`src/rtl/intr_ctrl_pkg.sv`:
```
// intr_ctrl_pkg: channel state encoding and shared defaults for the interrupt controller.
package intr_ctrl_pkg;

  typedef enum logic [1:0] {
    ST_IDLE   = 2'd0,
    ST_PEND   = 2'd1,
    ST_ACTIVE = 2'd2,
    ST_CLEAR  = 2'd3
  } chan_state_e;

  localparam int SYNC_STAGES_DEF = 2;
  localparam int TIMEOUT_DEF     = 255;

  // Clear-wait counter width: 8 bits covers the usual limits, 16 for longer ones.
  function automatic int cnt_width(input int limit);
    return (limit < 256) ? 8 : 16;
  endfunction

endpackage

```
`src/rtl/intr_ctrl_chan.sv`:
```
// intr_ctrl_chan: one interrupt channel -- input synchronizer, request FSM, registered clear.
// Optional clear-wait timeout is built when INTR_CTRL_TIMEOUT_EN is defined.
//
// state     | meaning
// ST_IDLE   | no request being tracked
// ST_PEND   | synchronized request seen while enabled, waiting for a claim
// ST_ACTIVE | claimed by the CPU, waiting for completion
// ST_CLEAR  | clr driven to the source until its request is seen low
module intr_ctrl_chan
  import intr_ctrl_pkg::*;
#(
  parameter int SYNC_STAGES = SYNC_STAGES_DEF
`ifdef INTR_CTRL_TIMEOUT_EN
  ,
  parameter int TIMEOUT     = TIMEOUT_DEF
`endif
) (
  input  logic clk,
  input  logic rst,
  input  logic irq_in,
  input  logic en,
  input  logic claim,
  input  logic complete,
  output logic pend,
  output logic active,
  output logic clr,
  output logic timeout_err
);

  logic [SYNC_STAGES-1:0] sync_q;
  logic                   s;
  logic                   timeout_hit;
  chan_state_e            state, state_nxt;

  always_ff @(posedge clk) begin
    if (rst) sync_q <= '0;
    else     sync_q <= {sync_q[SYNC_STAGES-2:0], irq_in};
  end

  assign s = sync_q[SYNC_STAGES-1];

  always_ff @(posedge clk) begin
    if (rst) state <= ST_IDLE;
    else     state <= state_nxt;
  end

  always_comb begin
    state_nxt = state;
    unique case (state)
      ST_IDLE:   if (s && en) state_nxt = ST_PEND;
      ST_PEND:   if (claim) state_nxt = ST_ACTIVE;
      ST_ACTIVE: if (complete) state_nxt = ST_CLEAR;
      ST_CLEAR:  if (!s || timeout_hit) state_nxt = ST_IDLE;
      default:   state_nxt = ST_IDLE;
    endcase
  end

  assign pend   = (state == ST_PEND);
  assign active = (state == ST_ACTIVE);
  assign clr    = (state == ST_CLEAR);

`ifdef INTR_CTRL_TIMEOUT_EN
  localparam int CW = cnt_width(TIMEOUT);

  logic [CW-1:0] cnt;
  logic          err_q;

  // Counter sits at zero outside CLEAR, so it starts from zero on every entry.
  assign timeout_hit = (state == ST_CLEAR) && s && (cnt == CW'(TIMEOUT - 1));

  always_ff @(posedge clk) begin
    if (rst) begin
      cnt   <= '0;
      err_q <= 1'b0;
    end else begin
      cnt <= (state == ST_CLEAR) ? cnt + 1'b1 : '0;
      if (timeout_hit) err_q <= 1'b1;
    end
  end

  assign timeout_err = err_q;
`else
  assign timeout_hit = 1'b0;
  assign timeout_err = 1'b0;
`endif

endmodule

```
`src/rtl/intr_ctrl.sv`:
```
// intr_ctrl: N-channel interrupt collector with lowest-index priority and claim/complete handshake.
// Define INTR_CTRL_TIMEOUT_EN to build the per-channel clear-wait timeout.
module intr_ctrl
  import intr_ctrl_pkg::*;
#(
  parameter int N           = 8,
  parameter int SYNC_STAGES = SYNC_STAGES_DEF,
  parameter int IDW         = (N > 1) ? $clog2(N) : 1,
  parameter int TIMEOUT     = TIMEOUT_DEF
) (
  input  logic           clk,
  input  logic           rst,
  input  logic [N-1:0]   irq_in,
  input  logic [N-1:0]   en,
  output logic [N-1:0]   clr,
  output logic           cpu_irq,
  output logic [IDW-1:0] cpu_id,
  input  logic           cpu_claim,
  input  logic           cpu_complete,
  input  logic [IDW-1:0] cpu_complete_id,
  output logic [N-1:0]   active,
  output logic [N-1:0]   timeout_err
);

  logic [N-1:0] pend;
  logic [N-1:0] claim_hit;
  logic [N-1:0] complete_hit;

  // Walk from the top so the lowest pending index wins.
  always_comb begin
    cpu_irq = 1'b0;
    cpu_id  = '0;
    for (int i = N - 1; i >= 0; i--) begin
      if (pend[i] && en[i]) begin
        cpu_irq = 1'b1;
        cpu_id  = IDW'(i);
      end
    end
  end

  always_comb begin
    claim_hit    = '0;
    complete_hit = '0;
    for (int i = 0; i < N; i++) begin
      claim_hit[i]    = cpu_claim && cpu_irq && (cpu_id == IDW'(i));
      complete_hit[i] = cpu_complete && (cpu_complete_id == IDW'(i));
    end
  end

  for (genvar g = 0; g < N; g++) begin : g_chan
    intr_ctrl_chan #(
      .SYNC_STAGES(SYNC_STAGES)
`ifdef INTR_CTRL_TIMEOUT_EN
      ,
      .TIMEOUT    (TIMEOUT)
`endif
    ) u_chan (
      .clk        (clk),
      .rst        (rst),
      .irq_in     (irq_in[g]),
      .en         (en[g]),
      .claim      (claim_hit[g]),
      .complete   (complete_hit[g]),
      .pend       (pend[g]),
      .active     (active[g]),
      .clr        (clr[g]),
      .timeout_err(timeout_err[g])
    );
  end

endmodule

```
`config.mk`:
```
export PLATFORM = sky130hd
export DESIGN_NAME = intr_ctrl
export DESIGN_NICKNAME = d
export VERILOG_FILES = /design/src/rtl/intr_ctrl_pkg.sv /design/src/rtl/intr_ctrl_chan.sv /design/src/rtl/intr_ctrl.sv
export SDC_FILE = /design/constraint.sdc
export NUM_CORES = 1
export LEC_CHECK = 0
export BUFFER_PORTS_ARGS = -buffer_cell sky130_fd_sc_hd__buf_4
export CORE_MARGIN = 5
export CORE_UTILIZATION = 50
export CTS_CLUSTER_SIZE = 14
export DETAILED_ROUTE_END_ITERATION = 7
export PLACE_DENSITY = 0.77
export RECOVER_POWER = 25
export REMOVE_ABC_BUFFERS = 1
export SETUP_SLACK_MARGIN = 0.4
export SLEW_MARGIN = 20
export SYNTH_ARGS = -nofsm -noshare
export SYNTH_HDL_FRONTEND = slang
export SYNTH_HIERARCHICAL = 1
export SYNTH_SLANG_ARGS = --single-unit
```
`constraint.sdc`:
```
create_clock -name clk -period 1.9 [get_ports clk]
set_input_delay 0.38 -clock clk [delete_from_list [all_inputs] [get_ports clk]]
set_output_delay 0.38 -clock clk [all_outputs]
set_load 0.05 [all_outputs]
```
==> qor.yml, run 1 <==
pwr:
  p_leak_nw: 1.60
  power_density_nw_per_um2: 1080
  vdd_drop_max_mv: 0.673
  power_mw: 4.31
timing:
  relSlewSlack_pct: 46.2
  drv_slew: 0
  hold_violations: 0
  rsz0062_at_grt: "true"
  fmax_ghz: 0.485
  timing.final.ws_setup_ns: -0.161
  tightest_slew_ns: 0.808
  setup_violations: 14
  finalCritPeriodShare_pct: 108
  tns_ns: -1.46
  fin_crit_ns: 2.06
  skew_ns: 0.00891
  whs_ns: 0.302
final_layout:
  final_area_um2: 3990
  stdcell_count: 404
  drive_gt1_share_pct: 59.9
  antenna_cells: 0
  fin_util_pct: 83.9
  fillers: 240
  synthToLayoutAreaGrowth_pct: 62.6
  layout.nets: 399
logic_synthesis:
  yosysWarnings: 6
  synth_cells: 246
  synth_edf_count: 0
  postSynthAreaPerCell_um2: 9.97
  synth.top_cells.by_area: "dfxtp_1 (26%), ha_1 (20%), a2111oi_4 (9.0%)"
  synthTopCellsByCount: "ha_1 (40), dfxtp_1 (32), nand2b_1 (27), nor2b_1 (27)"
  ys_seq_area_share_pct: 26.1
  synth-seq-cells: 32
  synth_top_cell_area_share_pct: 26.1
  yosys.area.top_type: "dfxtp_1"
  post-synth-top-count-cell: "ha_1"
  syn_area_um2: 2450
  synth_ff_type: "dfxtp_1"
  synth_cell_types: 27
  async_flop_share_pct: 0
die:
  die_w_um: 80.1
  start_util_pct: 51.6
  die_h_um: 80.1
  die_area_um2: 6410
  io_pins: 51
  rows: 25
  core_um2: 4750
drt:
  routed_wl_um: 6800
  viasPerCell: 5.00
  dr.pass1.iters: 4
  drc: 0
  drtIter0Drc: 80
  wl_per_cell_um: 16.8
  detail-route-antenna-nets: 0
  vias: 2022
clock_tree:
  cts_max_path_buffers: 2
  insertion_delay_ns: 0.28
  cts_tree: "yes"
  cts_made_buffers: 5
  clock-root-buffer: "clkbuf_8"
  clock_sinks: 32
  ctsHtreeMaxLevel: 2
  clkTransAtPathRegs_ns: 0.07
  postCtsHoldBufs: 0
global_routing:
  grt_use_met2_pct: 38.5
  grt_max_degree: 49
  grt_antenna_before_repair: 0
  grtUsageMet3_pct: 4.15
  gr-total-overflow: 0
  grt_use_met1_pct: 23.4
  grt_pass1_vias: 2140
  grt-busiest-layer: "met2"
  grt_use_total_pct: 21.0
  grt_pass1_wl_um: 10500
outcome:
  violations: "negative setup slack"
  status: "complete, but fails checks"
placed_design:
  placed_area_um2: 3010
  placedCellCount: 376
  dp_hpwl_um: 3920
  portBuffers: 42
  pre_cts_slack_ns: -0.131
  place.gp.congestion: 0.765
flow_run:
  drv_cap: 0
min_path:
  min_path_type: "input pin to flop"
setup_path:
  cp-start-kind: "flop"
  cp.arrival_ns: 2.26
  critPathRequiredTime_ns: 2.10
  path_class: "flop to flop"
  endpoint_kind: "flop"
  crit_path_max_fanout: 4
==> cell families after synthesis <==
family	count (synthesis)	share of synthesized area (%)
other cells	8	1.22
flops	32	26.1
simple gates	93	24.4
compound gates	33	16.5
fa+ha+maj	40	20.4
buf+inv	24	4.90
mux	16	6.53
==> sequential cells by signal, indices dropped and copies added (netlist names) <==
| name | count |
|---|---|
| g_chan.u_chan/sync_q | 16 |
| g_chan.u_chan/state | 16 |
==> per-layer routing <==
layer | routed length (µm) | share of wire (%)
met5 | 0 | 0
met2 | 3710 | 55
met1 | 2670 | 39
met4 | 174 | 2.6
met3 | 245 | 3.6
==> worst max-delay path, cell delays in order, from the launching register on <==
cell and delay, ns:
dfxtp_2 0.34, inv_2 0.05, ha_4 0.15, a22oi_2 0.20, and3_4 0.28, nand3_4 0.11, a21oi_4 0.14, nor2b_2 0.07
a2111oi_4 0.38, mux2i_1 0.27
==> final cells by class <==
cell class / instances / area [µm²] / share of cell area, %
Multi-Input combinational cell: 190 / 2140 / 53.6
Timing Repair Buffer: 91 / 880 / 22.0
Sequential cell: 32 / 673 / 16.9
Clock buffer: 7 / 96.3 / 2.41
Inverter: 16 / 87.6 / 2.20
Tap cell: 67 / 83.8 / 2.10
Clock inverter: 1 / 30.0 / 0.753
==> repair_timing <==
| action | 4_1_cts | 5_1_grt |
|---|---|---|
| resized for setup | 163 | 24 |
| setup buffers | 11 | 9 |
| setup endpoints to repair | 36 | 30 |
| pin swaps | 21 | 12 |
==> worst paths after layout <==
| path | start | endpoint | slack, ns | depth (start not counted) |
|---|---|---|---|---|
| setup / recovery | g_chan[1].u_chan/state[1] | g_chan[5].u_chan/state[0] | -0.16 | 9 |
| hold / removal | irq_in[3] | g_chan[3].u_chan/sync_q[0] | 0.30 | 2 |
| setup reg to reg | g_chan[1].u_chan/state[1] | g_chan[5].u_chan/state[0] | -0.16 | 9 |
| hold reg to reg | g_chan[6].u_chan/sync_q[0] | g_chan[6].u_chan/sync_q[1] | 0.44 | 1 |
==> power breakdown <==
| group | internal [mW] | switching [mW] | total [mW] |
|---|---|---|---|
| sequential | 0.798 | 0.0955 | 0.893 |
| clock | 0.463 | 0.259 | 0.722 |
| combinational | 1.28 | 1.41 | 2.69 |
| total | 2.55 | 1.76 | 4.31 |
==> placed cells by master, fill, tap and decap left out, types with 6 or more instances in the layout <==
master | synthesis | final
nand2b_1 | 27 | 27
ha_1 | 40 | 15
buf_8 | 0 | 18
ha_4 | 0 | 23
nor2b_4 | 8 | 10
nor2b_2 | 0 | 9
buf_4 | 8 | 55
nor2_1 | 9 | 6
nand2_1 | 12 | 8
mux2i_1 | 16 | 16
nor2b_1 | 27 | 16
inv_2 | 0 | 7
dfxtp_2 | 0 | 11
clkbuf_8 | 0 | 7
dfxtp_1 | 32 | 16
conb_1 | 8 | 8
a21boi_1 | 8 | 7
o21bai_1 | 8 | 8
a2111oi_4 | 8 | 8
buf_6 | 0 | 17
(Power assumes the default switching activity.)
==> run 2, diff against run 1 <==
- CTS_BUF_LIST: default -> sky130_fd_sc_hd__clkbuf_16
==> qor.yml, run 2 (synthesized netlist as in run 1, its figures left out) <==
timing:
  timing.final.ws_setup_ns: -0.188  # was -0.161 ns
  rsz0062_at_grt: "true"  # unchanged
  skew_ns: 0.00525  # was 0.00891 ns
  setup_violations: 14  # unchanged
  hold_violations: 0  # unchanged
  tightest_slew_ns: 0.864  # was 0.808 ns
  tns_ns: -1.77  # was -1.46 ns
  fin_crit_ns: 2.09  # was 2.06 ns
  drv_slew: 0  # unchanged
  finalCritPeriodShare_pct: 110  # was 108%
  fmax_ghz: 0.479  # was 0.485 GHz
  relSlewSlack_pct: 42.4  # was 46.2%
final_layout:
  regArea_um2: 669  # was 673 µm²
  fillers: 225  # was 240
  reg_top3: "g_chan.u_chan/state x16, g_chan.u_chan/sync_q x16"  # unchanged
  final_common_cell: "buf_4"  # unchanged
  synthToLayoutAreaGrowth_pct: 64.2  # was 62.6%
  antenna_cells: 0  # unchanged
  layout.nets: 402  # was 399
  final_area_um2: 4030  # was 3990 µm²
  mostFrequentLayoutCells: "buf_4 (59), nand2b_1 (27), ha_4 (24)"  # was buf_4 (55), nand2b_1 (27), ha_4 (23)
  drive_gt1_share_pct: 59.1  # was 59.9%
  multiInputGateArea_um2: 2130  # was 2140 µm²
setup_path:
  crit_start: "g_chan[7].u_chan/state[1]"  # was g_chan[1].u_chan/state[1]
  endpoint_kind: "flop"  # unchanged
  cp-endpoint: "g_chan[5].u_chan/state[0]"  # unchanged
  path_class: "flop to flop"  # unchanged
  crit_path_max_fanout: 3  # was 4
  cp.arrival_ns: 2.28  # was 2.26 ns
  cp-start-kind: "flop"  # unchanged
  critPathMaxStageDelay_ns: 0.36  # was 0.38 ns
  worstPathCellList: "inv_2 > ha_4 > nand2_4 > a21oi_2 > o211ai_1 > buf_4 > buf_6 > a21oi_2 > nor2b_2 > a2111oi_4 > mux2i_1"  # was inv_2 > ha_4 > a22oi_2 > and3_4 > nand3_4 > a21oi_4 > nor2b_2 > a2111oi_4 > mux2i_1
  crit_slowest_cell: "a2111oi_4"  # unchanged
  r2r_start: "g_chan[7].u_chan/state[1]"  # was g_chan[1].u_chan/state[1]
  reg2reg_depth: 11  # was 9
  r2r_end: "g_chan[5].u_chan/state[0]"  # unchanged
  path_common_cell: "a21oi_2"
  critPathRequiredTime_ns: 2.09  # was 2.10 ns
  ff2ff_setup_slack_ns: -0.19  # was -0.16 ns
clock_tree:
  cts_max_path_buffers: 2  # unchanged
  ctsHtreeMaxLevel: 2  # unchanged
  cts_tree: "yes"  # unchanged
  cts_made_buffers: 5  # unchanged
  insertion_delay_ns: 0.28  # about the same
  clock_sinks: 32  # unchanged
  clkTransAtPathRegs_ns: 0.05  # was 0.07 ns
  clock-root-buffer: "clkbuf_16"  # was clkbuf_8
min_path:
  min_from: "irq_in[5]"  # was irq_in[3]
  min_path_type: "input pin to flop"  # unchanged
drt:
  vias: 2042  # was 2,022
  drtIter0Drc: 95  # was 80
  dr.pass1.iters: 4  # unchanged
  drc: 0  # unchanged
  detail-route-antenna-nets: 0  # unchanged
  routed_wl_um: 7320  # was 6800 µm
  wl_per_cell_um: 18.0  # was 16.8 µm
  viasPerCell: 5.02  # was 5.00
die:
  start_util_pct: 51.6  # unchanged
  core_um2: 4750  # unchanged
  die_area_um2: 6410  # unchanged
  die_h_um: 80.1  # unchanged
  die_w_um: 80.1  # unchanged
  rows: 25  # unchanged
  io_pins: 51  # unchanged
pwr:
  p_leak_nw: 1.63  # was 1.60 nW
  power_density_nw_per_um2: 1110  # was 1080 nW/µm²
  vdd_drop_max_mv: 0.630  # was 0.673 mV
placed_design:
  place.gp.congestion: 0.765  # unchanged
  dp_hpwl_um: 3920  # unchanged
  pre_cts_slack_ns: -0.131  # unchanged
  placed_area_um2: 3010  # unchanged
  portBuffers: 42  # unchanged
flow_run:
  drv_cap: 0  # unchanged
outcome:
  status: "complete, but fails checks"  # unchanged
  violations: "negative setup slack"  # unchanged
global_routing:
  grt_pass1_wl_um: 10400  # was 10,500 µm
  grt_pass1_vias: 2111  # was 2,140
  grt_antenna_before_repair: 0  # unchanged
  grt_max_degree: 49  # unchanged
  grt_use_total_pct: 20.8  # was 21.0%
  gr-total-overflow: 0  # unchanged
-- run 2: cell types whose count changed in the layout (fill, tap and decap cells not counted), moves of 2 or more --
| cell | previous run | this run |
|---|---|---|
| clkbuf_16 | 0 | 5 |
| nand2_2 | 0 | 3 |
| buf_4 | 55 | 59 |
| clkinv_1 | 0 | 2 |
| clkbuf_8 | 7 | 0 |
| buf_8 | 18 | 16 |
| nand2_1 | 8 | 6 |
-- run 2: cell type report --
class	instances	area share [%]
clock buffers	5	3.11
clock inverters	3	0.932
inverters	16	2.17
multi-input cells	190	53.0
flip-flops and latches	32	16.6
well taps	67	2.08
repair buffers	94	22.1
-- run 2: through the flow --
stage	hold WS, ns	total power, mW	util [%]	instances
after global placement	0.416	2.63	63.3	376
after global routing	0.316	4.65	84.7	407
after CTS	0.308	4.13	80.3	394
after floorplan	0.414	2.12	-	238
final	0.309	4.46	84.7	407
after detailed placement	0.427	2.68	63.3	376
-- run 2: worst max-delay path: cells and delay by family (launching register included) --
family / cells / cell delay (ns)
fa+ha+maj: 1 / 0.15
compound gates: 4 / 0.73
flops: 1 / 0.33
simple gates: 2 / 0.12
mux: 1 / 0.27
buf+inv: 3 / 0.39
-- run 2: per-layer routing --
metal	track usage [%]	routed length [µm]	vias to the layer above
met5	0	0	-
met1	24.2	2960	966
met4	7.77	265	0
li1	-	-	986
met3	5.61	289	24
met2	36.3	3810	66
-- run 2: worst min-delay path by stage --
stage / cells past startpoint / slack [ns] / endpoint
floorplan: 1 / 0.41 / g_chan[0].u_chan/sync_q[1]
global placement: 1 / 0.42 / g_chan[0].u_chan/sync_q[1]
detailed placement: 1 / 0.43 / g_chan[6].u_chan/sync_q[1]
CTS: 2 / 0.31 / g_chan[3].u_chan/sync_q[0]
global route: 2 / 0.32 / g_chan[4].u_chan/sync_q[0]
finish: 2 / 0.31 / g_chan[5].u_chan/sync_q[0]
-- run 2: power by group --
part | internal [mW] | switching [mW]
combinational | 1.25 | 1.42
sequential | 0.796 | 0.0965
clock | 0.609 | 0.290
-- run 2: what timing repair did --
item / in CTS / in global routing
setup buffers: 10 / 13
pin swaps: 19 / 17
setup endpoints to repair: 36 / 32
resized for setup: 152 / 29
cloned: 0 / 0
hold buffers: 0 / 0
==> run 3, diff against run 2 <==
- CORE_UTILIZATION: 50 -> 55
- PLACE_DENSITY: 0.77 -> 0.8
- clock period: 1.9 -> 2.4 ns (I/O delays scaled with it)
==> qor.yml, run 3 (synthesized netlist as in run 1, its figures left out) <==
clock_tree:
  ctsHtreeMaxLevel: 2  # unchanged
  clkTransAtPathRegs_ns: 0.05  # about the same
  insertion_delay_ns: 0.28  # about the same
  clock-root-buffer: "clkbuf_16"  # unchanged
  cts_max_path_buffers: 2  # unchanged
  cts_tree: "yes"  # unchanged
  postCtsHoldBufs: 0  # unchanged
  cts_made_buffers: 5  # unchanged
  clock_sinks: 32  # unchanged
placed_design:
  portBuffers: 42  # unchanged
  placedCellCount: 332  # was 376
  place.gp.congestion: 0.770  # was 0.765
  dp_hpwl_um: 3540  # was 3920 µm
setup_path:
  crit_slowest_cell: "dfxtp_2"  # was a2111oi_4
  crit_path_max_fanout: 3  # unchanged
  crit_buf_inv: 3  # unchanged
  endpoint_kind: "output pin"  # was flop
  path_delay_family: "buffers and inverters"  # was compound AO/OA/AOI/OAI gates
  worstPathCellList: "inv_2 > ha_4 > nand2_4 > a21oi_2 > o211ai_1 > buf_4 > a22oi_2 > buf_6"  # was inv_2 > ha_4 > nand2_4 > a21oi_2 > o211ai_1 > buf_4 > buf_6 > a21oi_2 > nor2b_2 > a2111oi_4 > mux2i_1
  cp.arrival_ns: 1.64  # was 2.28 ns
  critPathRequiredTime_ns: 1.92  # was 2.09 ns
  critPathMaxStageDelay_ns: 0.32  # was 0.36 ns
  cp-start-kind: "flop"  # unchanged
  path_class: "flop to output pin"  # was flop to flop
flow_run:
  drv_cap: 1  # was 0
drt:
  routed_wl_um: 5950  # was 7320 µm
  drtIter0Drc: 179  # was 95
  wl_per_cell_um: 16.2  # was 18.0 µm
  vias: 1938  # was 2,042
  dr.pass1.iters: 4  # unchanged
  viasPerCell: 5.27  # was 5.02
  detail-route-antenna-nets: 0  # unchanged
  drc: 0  # unchanged
timing:
  fmax_ghz: 0.472
  finalCritPeriodShare_pct: 88.3
  tns_ns: 0  # was -1.77 ns
  setup_violations: 0  # was 14
  relSlewSlack_pct: -9.22  # was 42.4%
  drv_slew: 49  # was 0
  fin_crit_ns: 2.12
  hold_violations: 0  # unchanged
  rsz0062_at_grt: "true"  # unchanged
  tightest_slew_ns: 1.64  # was 0.864 ns
  skew_ns: 0.00337  # was 0.00525 ns
final_layout:
  fillers: 272  # was 225
  reg_top3: "g_chan.u_chan/state x16, g_chan.u_chan/sync_q x16"  # unchanged
  stdcell_count: 368  # was 407
  drive_gt1_share_pct: 44.3  # was 59.1%
  layout.nets: 378  # was 402
  mostFrequentLayoutCells: "buf_4 (66), ha_1 (32), nand2b_1 (27)"  # was buf_4 (59), nand2b_1 (27), ha_4 (24)
  synthToLayoutAreaGrowth_pct: 37.2  # was 64.2%
  final_common_cell: "buf_4"  # unchanged
  antenna_cells: 0  # unchanged
min_path:
  min_path_type: "input pin to flop"  # unchanged
die:
  rows: 24  # was 25
  die_area_um2: 5900  # was 6410 µm²
  die_w_um: 76.8  # was 80.1 µm
  core_um2: 4350  # was 4750 µm²
  io_pins: 51  # unchanged
  start_util_pct: 56.4  # was 51.6%
  die_h_um: 76.8  # was 80.1 µm
pwr:
  power_density_nw_per_um2: 914  # was 1110 nW/µm²
  power_mw: 3.08  # was 4.46 mW
  vdd_drop_max_mv: 0.532  # was 0.630 mV
  p_leak_nw: 1.46  # was 1.63 nW
global_routing:
  grt_antenna_before_repair: 0  # unchanged
  grt_max_degree: 49  # unchanged
  gr-total-overflow: 0  # unchanged
  grt_use_total_pct: 18.9  # was 20.8%
  grt_pass1_vias: 1928  # was 2,111
  grt_pass1_wl_um: 9050  # was 10,400 µm
outcome:
  violations: "max-capacitance violations, max-slew violations"  # was negative setup slack
  status: "complete, but fails checks"  # unchanged
run 3: changes by cell type in the layout (fill, tap and decap cells not counted), moves of 8 or more:
cell,delta
buf_8,-15
inv_1,+8
ha_1,+17
buf_6,-16
ha_4,-16
run 3: final cells by class:
type / instances / area [µm²] / area share (%)
Tap cell: 52 / 65.1 / 1.93
Clock inverter: 3 / 37.5 / 1.11
Clock buffer: 5 / 125 / 3.72
Timing Repair Buffer: 70 / 537 / 15.9
Multi-Input combinational cell: 190 / 1880 / 55.8
Inverter: 16 / 60.1 / 1.78
Sequential cell: 32 / 664 / 19.7
run 3: path summary, 6_finish.rpt:
kind,from,slack [ns],cells after the start,endpoint
worst max-delay path,g_chan[7].u_chan/state[1],0.28,8,cpu_id[0]
worst min-delay path,irq_in[2],0.41,2,g_chan[2].u_chan/sync_q[0]
worst max register to register,g_chan[3].u_chan/state[1],0.34,10,g_chan[6].u_chan/state[1]
worst min register to register,g_chan[2].u_chan/sync_q[0],0.43,1,g_chan[2].u_chan/sync_q[1]
run 3: per-layer routing:
metal / share of wire [%] / up-vias / wire length [µm] / GRT usage, %
met5: 0 / - / 0 / 0
met4: 2.3 / 0 / 139 / 7.17
met3: 5.8 / 15 / 347 / 5.85
met2: 51 / 66 / 3060 / 33.2
met1: 40 / 917 / 2410 / 21.2
li1: - / 940 / - / -
run 3: power by group:
part / internal [mW] / switching, mW
clock network: 0.482 / 0.230
registers: 0.626 / 0.0914
logic: 0.750 / 0.898
run 3: per-stage QoR:
stage               util, %  cell area (µm²)  setup WS (ns)  hold WS (ns)
global placement       63.7             2770          0.299         0.417
CTS                    74.8             3260          0.377         0.408
detailed placement     63.7             2770          0.284         0.420
global route           77.3             3370          0.224         0.403
finish                 77.3             3370          0.281         0.408
floorplan                 -             2390          0.116         0.414
run 3: what timing repair did:
action,4_1_cts,5_1_grt
setup endpoints to repair,13,14
pin swaps,9,11
gates resized for setup,50,14
buffers inserted,20,8
